`src/rtl/fb_rect_fill.sv`:
```
// Rectangle fill engine: clips an axis-aligned rectangle to the visible area and
// streams one framebuffer write per pixel in row-major order, with backpressure.
module fb_rect_fill #(
  parameter int H_RES      = 640,
  parameter int V_RES      = 480,
  parameter int COORD_BITS = 10,
  parameter int ADDR_BITS  = 19,
  parameter int PIXEL_BITS = 3
) (
  input  logic                  clock,
  input  logic                  reset,
  input  logic [COORD_BITS-1:0] cmd_x0,
  input  logic [COORD_BITS-1:0] cmd_y0,
  input  logic [COORD_BITS-1:0] cmd_x1,
  input  logic [COORD_BITS-1:0] cmd_y1,
  input  logic [PIXEL_BITS-1:0] cmd_color,
  input  logic                  cmd_valid,
  output logic                  cmd_ready,
  output logic [ADDR_BITS-1:0]  fb_write_addr,
  output logic [PIXEL_BITS-1:0] fb_write_data,
  output logic                  fb_write_en,
  input  logic                  fb_write_ready,
  output logic                  busy,
  output logic                  done
);

  localparam logic [1:0] S_IDLE  = 2'd0;
  localparam logic [1:0] S_SETUP = 2'd1;
  localparam logic [1:0] S_WRITE = 2'd2;
  localparam logic [1:0] S_DONE  = 2'd3;

  localparam logic [COORD_BITS-1:0] X_MAX  = COORD_BITS'(H_RES - 1);
  localparam logic [COORD_BITS-1:0] Y_MAX  = COORD_BITS'(V_RES - 1);
  localparam logic [ADDR_BITS-1:0]  STRIDE = ADDR_BITS'(H_RES);

  logic [1:0]            state_q, state_d;
  logic [COORD_BITS-1:0] x0_q, x0_d, y0_q, y0_d, x1_q, x1_d, y1_q, y1_d;
  logic [COORD_BITS-1:0] x_q, x_d, y_q, y_d;
  logic [PIXEL_BITS-1:0] color_q, color_d;
  logic [ADDR_BITS-1:0]  row_base_q, row_base_d;
  logic [COORD_BITS-1:0] x0c, y0c, x1c, y1c;

  assign x0c = (x0_q > X_MAX) ? X_MAX : x0_q;
  assign x1c = (x1_q > X_MAX) ? X_MAX : x1_q;
  assign y0c = (y0_q > Y_MAX) ? Y_MAX : y0_q;
  assign y1c = (y1_q > Y_MAX) ? Y_MAX : y1_q;

  always_comb begin
    state_d    = state_q;
    x0_d       = x0_q;
    y0_d       = y0_q;
    x1_d       = x1_q;
    y1_d       = y1_q;
    x_d        = x_q;
    y_d        = y_q;
    color_d    = color_q;
    row_base_d = row_base_q;
    case (state_q)
      S_IDLE: begin
        if (cmd_valid) begin
          x0_d    = cmd_x0;
          y0_d    = cmd_y0;
          x1_d    = cmd_x1;
          y1_d    = cmd_y1;
          color_d = cmd_color;
          state_d = S_SETUP;
        end
      end
      S_SETUP: begin
        // Corners are replaced by their clipped values so WRITE compares against them directly.
        x0_d = x0c;
        y0_d = y0c;
        x1_d = x1c;
        y1_d = y1c;
        if ((x0c > x1c) || (y0c > y1c)) begin
          state_d = S_DONE;
        end else begin
          row_base_d = ADDR_BITS'(y0c) * STRIDE;
          x_d        = x0c;
          y_d        = y0c;
          state_d    = S_WRITE;
        end
      end
      S_WRITE: begin
        if (fb_write_ready) begin
          if ((x_q == x1_q) && (y_q == y1_q)) begin
            state_d = S_DONE;
          end else if (x_q < x1_q) begin
            x_d = x_q + 1'b1;
          end else begin
            x_d        = x0_q;
            y_d        = y_q + 1'b1;
            row_base_d = row_base_q + STRIDE;
          end
        end
      end
      default: state_d = S_IDLE;
    endcase
  end

  always_ff @(posedge clock) begin
    if (reset) begin
      state_q    <= S_IDLE;
      x0_q       <= '0;
      y0_q       <= '0;
      x1_q       <= '0;
      y1_q       <= '0;
      x_q        <= '0;
      y_q        <= '0;
      color_q    <= '0;
      row_base_q <= '0;
    end else begin
      state_q    <= state_d;
      x0_q       <= x0_d;
      y0_q       <= y0_d;
      x1_q       <= x1_d;
      y1_q       <= y1_d;
      x_q        <= x_d;
      y_q        <= y_d;
      color_q    <= color_d;
      row_base_q <= row_base_d;
    end
  end

  assign cmd_ready     = (state_q == S_IDLE);
  assign busy          = (state_q != S_IDLE);
  assign done          = (state_q == S_DONE);
  assign fb_write_en   = (state_q == S_WRITE);
  assign fb_write_addr = row_base_q + ADDR_BITS'(x_q);
  assign fb_write_data = color_q;

endmodule

```
`config.mk`:
```
export PLATFORM = sky130hd
export DESIGN_NAME = fb_rect_fill
export DESIGN_NICKNAME = d
export VERILOG_FILES = /design/src/rtl/fb_rect_fill.sv
export SDC_FILE = /design/constraint.sdc
export NUM_CORES = 1
export LEC_CHECK = 0
export BUFFER_PORTS_ARGS = -buffer_cell sky130_fd_sc_hd__clkbuf_2
export CORE_MARGIN = 1.5
export CORE_UTILIZATION = 45
export DETAILED_ROUTE_END_ITERATION = 12
export SLEW_MARGIN = 0
export SYNTH_ARGS = -nofsm -noshare
export SYNTH_HDL_FRONTEND = slang
export SYNTH_SLANG_ARGS = --single-unit
```
`constraint.sdc`:
```
create_clock -name clock -period 3.98 [get_ports clock]
set_clock_uncertainty 0.2 [all_clocks]
set_input_delay 0.995 -clock clock [delete_from_list [all_inputs] [get_ports clock]]
set_output_delay 0.995 -clock clock [all_outputs]
set_load 0.05 [all_outputs]
```
==> results.md <==
STA
* 0.368 — worst max-slew margin expressed relative to the limit
* 0 — setup violation total in the final timing report
* 3.70 ns — Final min period
* 0 ns — Setup TNS
* no — unrepaired setup endpoints after global routing
* 0 — max-slew violation count
* 0.930 — part of the cycle the worst path needs
* 0.942 ns — Worst-Margin Slew
* 0 — total count of hold-check failures in the final report
* 270 MHz — Peak Freq

Pwr
* 0.00316 W — switching power
* 0.133 — clock share of power
* 0.509 — switching fraction of total power
* 979 nW/µm² — power per standard cell area
* 0.632 — Gate power share
* 2.72 nW — static leakage
* 0.236 — portion of total power attributed to sequential cells
* 0.472 mV — peak ir drop on the vdd network
* 0.00306 W — internal power

Worst setup path
* 4.02 ns — required time worst endpoint
* 11 — worst-path fanout max
* x1_q[9] — source of the worst register-to-register timing path
* reg2reg — critical path start-end classification
* 10 — number of cells on the worst reg-to-reg path
* 3.74 ns — data arrival at the endpoint of the critical path
* y_q[4] — capturing point of the worst reg2reg path
* 0.28 ns — Worst R2R Setup Slack
* flop — element type at the critical path start
* flop — element type at the critical path end

Synthesis
* 5580 µm² — post-synthesis instance area
* sky130_fd_sc_hd__dfxtp_1 28%, sky130_fd_sc_hd__ha_1 13%, sky130_fd_sc_hd__o221a_2 6.1%, sky130_fd_sc_hd__a21oi_1 3.9%, sky130_fd_sc_hd__nor2_1 3.8% — cell types with the largest area share after synthesis
* 77 x sky130_fd_sc_hd__dfxtp_1, 56 x sky130_fd_sc_hd__ha_1, 56 x sky130_fd_sc_hd__nor2_1 — most numerous cell types in the synthesized netlist
* 8.58 µm² — mean area per synthesized cell
* 77 — flops & latches, synth
* 0 — Post-synth EDFFs
* sky130_fd_sc_hd__dfxtp_1 — cell accounting for the most synthesized area
* 0.276 — area share of the leading cell type in the synthesized netlist
* 0.276 — portion of the post-synthesis area used by sequential elements
* 0 — Ys Warns
* sky130_fd_sc_hd__dfxtp_1 — Primary FF master, synth
* 76 — distinct cell type count of the synthesized netlist
* sky130_fd_sc_hd__dfxtp_1 — leading cell type by number of instances after synthesis
* 650 — synthesized netlist cell count
* 0 — proportion of register bits with asynchronous set or reset after synthesis

Worst hold path
* 2 — number of instances on the worst hold path
* fb_write_data[0] — start point of the worst min-delay path
* reg2reg — type of the most critical hold path
* fb_write_data[0] — WHS Endpoint

Global route
* 5356 — number of global-route vias before repair
* 0.449 — met2 routing resource usage after global routing
* 0.265 — GRT Resource Usage Total
* 49 — pin count of the biggest net entering global routing
* met2 — global routing's busiest layer
* 0.0535 — GR Layer Usage met3
* 0 — total gr overflow
* 0 — initial antenna violation count
* 0.325 — met1 routing resource usage after global routing
* 27.0 mm — global-route wire length before repair

Flow run
* 0 — count of maximum capacitance violations

Cells and area
* 1150 — final-layout fill cell count
* 810 — net total in the final layout
* 0 — # diodes
* 14.0% — Layout Area Growth over Synthesis
* 1540 µm² — area occupied by registers
* 0.527 — post-layout utilization of the core
* 3680 µm² — area of combinational cells with multiple inputs
* 0.235 — share of post-route cells with drive strength above 1

CTS
* sky130_fd_sc_hd__clkbuf_16 — CTS Root Buffer Type
* 77 — number of sinks on the clock net
* yes — clock tree from TritonCTS
* 3 — H-tree level count
* 0 — number of setup buffers added after CTS
* 0 — Gates resized, CTS repair
* 9 — cts bufs inserted
* 0.06 ns — clock-pin slew on the worst setup and hold paths
* 0 — CTS hold repair buffers
* 0.35 ns — insertion delay of the later-clocked pin in the worst-skew pair
* 2 — buffer levels on the longest clock path

Routing
* 0 — number of DRC violations after detailed routing
* 0 — Routed Antenna Nets
* 16.5 mm — drt total wl
* 6.10 — Via-to-Cell Ratio
* 370 — Detailed Route Iter0 Violations
* 18.8 µm — routed length per placed instance
* 5 — number of detailed-routing iterations run before antenna repair
* 5360 — via count

Floorplan
* 0.462 — starting density of the core
* 114 µm — Die Width
* 40 — Placement Rows
* 13100 µm² — full die area
* 114 µm — overall die height
* 73 — top-level I/O count
* 12100 µm² — Core Area

Placement
* 72 — Buffers on Ports
* 12.2 mm — HPWL Detailed
* 0.948 — Final Wtd Congestion

Status
* finished, final reports clean — result of the run

[how the worst max path moves through the flow]
stage | end | cells after the start | startpoint | slack [ns]
final | y_q[4] | 10 | x1_q[9] | 0.28
after global routing | y_q[4] | 10 | x1_q[9] | 0.02
after CTS | y_q[4] | 10 | x1_q[9] | 0.29
after detailed placement | y_q[4] | 10 | x1_q[9] | 0.34
after global placement | row_base_q[16] | 11 | y0_q[7] | 0.43
after floorplan | row_base_q[16] | 11 | y0_q[7] | 0.58
[routing by layer]
metal | wire length, µm | vias up
met5 | 0 | -
met4 | 646 | 0
met3 | 846 | 46
met2 | 8000 | 160
met1 | 7040 | 2594
li1 | - | 2560
[cells in the final DEF (no fill, tap or decap), types with 5 or more instances in the layout]
master | Yosys | routed
sky130_fd_sc_hd__o2111ai_1 | 5 | 5
sky130_fd_sc_hd__o221a_2 | 30 | 30
sky130_fd_sc_hd__nand2b_1 | 18 | 18
sky130_fd_sc_hd__clkbuf_16 | 0 | 9
sky130_fd_sc_hd__mux2i_1 | 5 | 5
sky130_fd_sc_hd__o31ai_1 | 8 | 8
sky130_fd_sc_hd__xor2_1 | 16 | 16
sky130_fd_sc_hd__a2111oi_2 | 7 | 7
sky130_fd_sc_hd__a211oi_1 | 6 | 6
sky130_fd_sc_hd__ha_1 | 56 | 56
sky130_fd_sc_hd__a41oi_1 | 7 | 7
sky130_fd_sc_hd__nor2_1 | 56 | 56
sky130_fd_sc_hd__a21o_1 | 5 | 5
sky130_fd_sc_hd__o32ai_1 | 12 | 12
sky130_fd_sc_hd__dfxtp_1 | 77 | 77
sky130_fd_sc_hd__o21ai_0 | 19 | 19
sky130_fd_sc_hd__o21ai_1 | 6 | 6
sky130_fd_sc_hd__a21oi_1 | 43 | 43
sky130_fd_sc_hd__buf_4 | 2 | 14
sky130_fd_sc_hd__nand3_1 | 12 | 12
sky130_fd_sc_hd__nor4_1 | 5 | 5
sky130_fd_sc_hd__nand2_1 | 45 | 45
sky130_fd_sc_hd__nor3_1 | 8 | 8
sky130_fd_sc_hd__xnor2_1 | 10 | 10
sky130_fd_sc_hd__a211o_1 | 5 | 5
sky130_fd_sc_hd__a22oi_1 | 6 | 6
sky130_fd_sc_hd__or2_2 | 11 | 11
sky130_fd_sc_hd__nor2b_1 | 5 | 5
sky130_fd_sc_hd__inv_1 | 38 | 38
sky130_fd_sc_hd__nand4_1 | 13 | 13
sky130_fd_sc_hd__clkbuf_2 | 0 | 72
[critical path, cell delays in order (launching register included)]
cell                        delay, ns
sky130_fd_sc_hd__dfxtp_1         0.36
sky130_fd_sc_hd__inv_1           0.09
sky130_fd_sc_hd__a21oi_1         0.37
sky130_fd_sc_hd__nor2_1          0.09
sky130_fd_sc_hd__ha_1            0.33
sky130_fd_sc_hd__a21oi_1         0.15
sky130_fd_sc_hd__o21ai_0         0.12
sky130_fd_sc_hd__a2111oi_2       0.57
sky130_fd_sc_hd__o22a_1          0.37
sky130_fd_sc_hd__nand3_1         0.46
sky130_fd_sc_hd__o32ai_1         0.48
[cells by family after synthesis]
group	share of synthesized area
DFF	0.276
buffers and inverters	0.0658
other	0.00135
adders and majority gates	0.129
xor gates and xnor gates	0.0408
AOI/OAI and AO/OA	0.300
and+or+nand+nor	0.175
muxes	0.0110
[sequential cells by signal, summed over array words and instances, names as in the netlist]
signal and flops:
x0_q 10, y1_q 10, fb_write_data 3, state_q 2, x_q 10, x1_q 10
y_q 10, row_base_q 12, y0_q 10
[metrics by stage]
stage / total power, W / instance area, µm² / hold slack [ns] / std cells / worst slack (ns)
finish: 0.00622 / 6360 / 0.256 / 879 / 0.278
global route: 0.00669 / 6360 / 0.287 / 879 / 0.0172
CTS: 0.00620 / 6360 / 0.260 / 879 / 0.285
detailed placement: 0.00536 / 6060 / 0.252 / 863 / 0.337
global placement: 0.00526 / 6060 / 0.243 / 863 / 0.434
floorplan: 0.00437 / 5580 / 0.259 / 651 / 0.577
[power by group through the flow]
stage	sequential [W]	combinational [W]	clock (W)
finish	0.00147	0.00393	0.000826
CTS	0.00145	0.00392	0.000832
global route	0.00150	0.00432	0.000875
detailed placement	0.00147	0.00389	0
global placement	0.00147	0.00379	0
floorplan	0.00132	0.00305	0
[layout make-up]
class                      instances  area share
tap                              168      0.0331
clock buffer                      11      0.0382
timing repair buffer              87      0.0764
multi-input combinational        491       0.578
clock inverter                     5     0.00787
inverter                          40      0.0236
sequential                        77       0.242
Note: power is estimated with default switching activity, not from simulation.
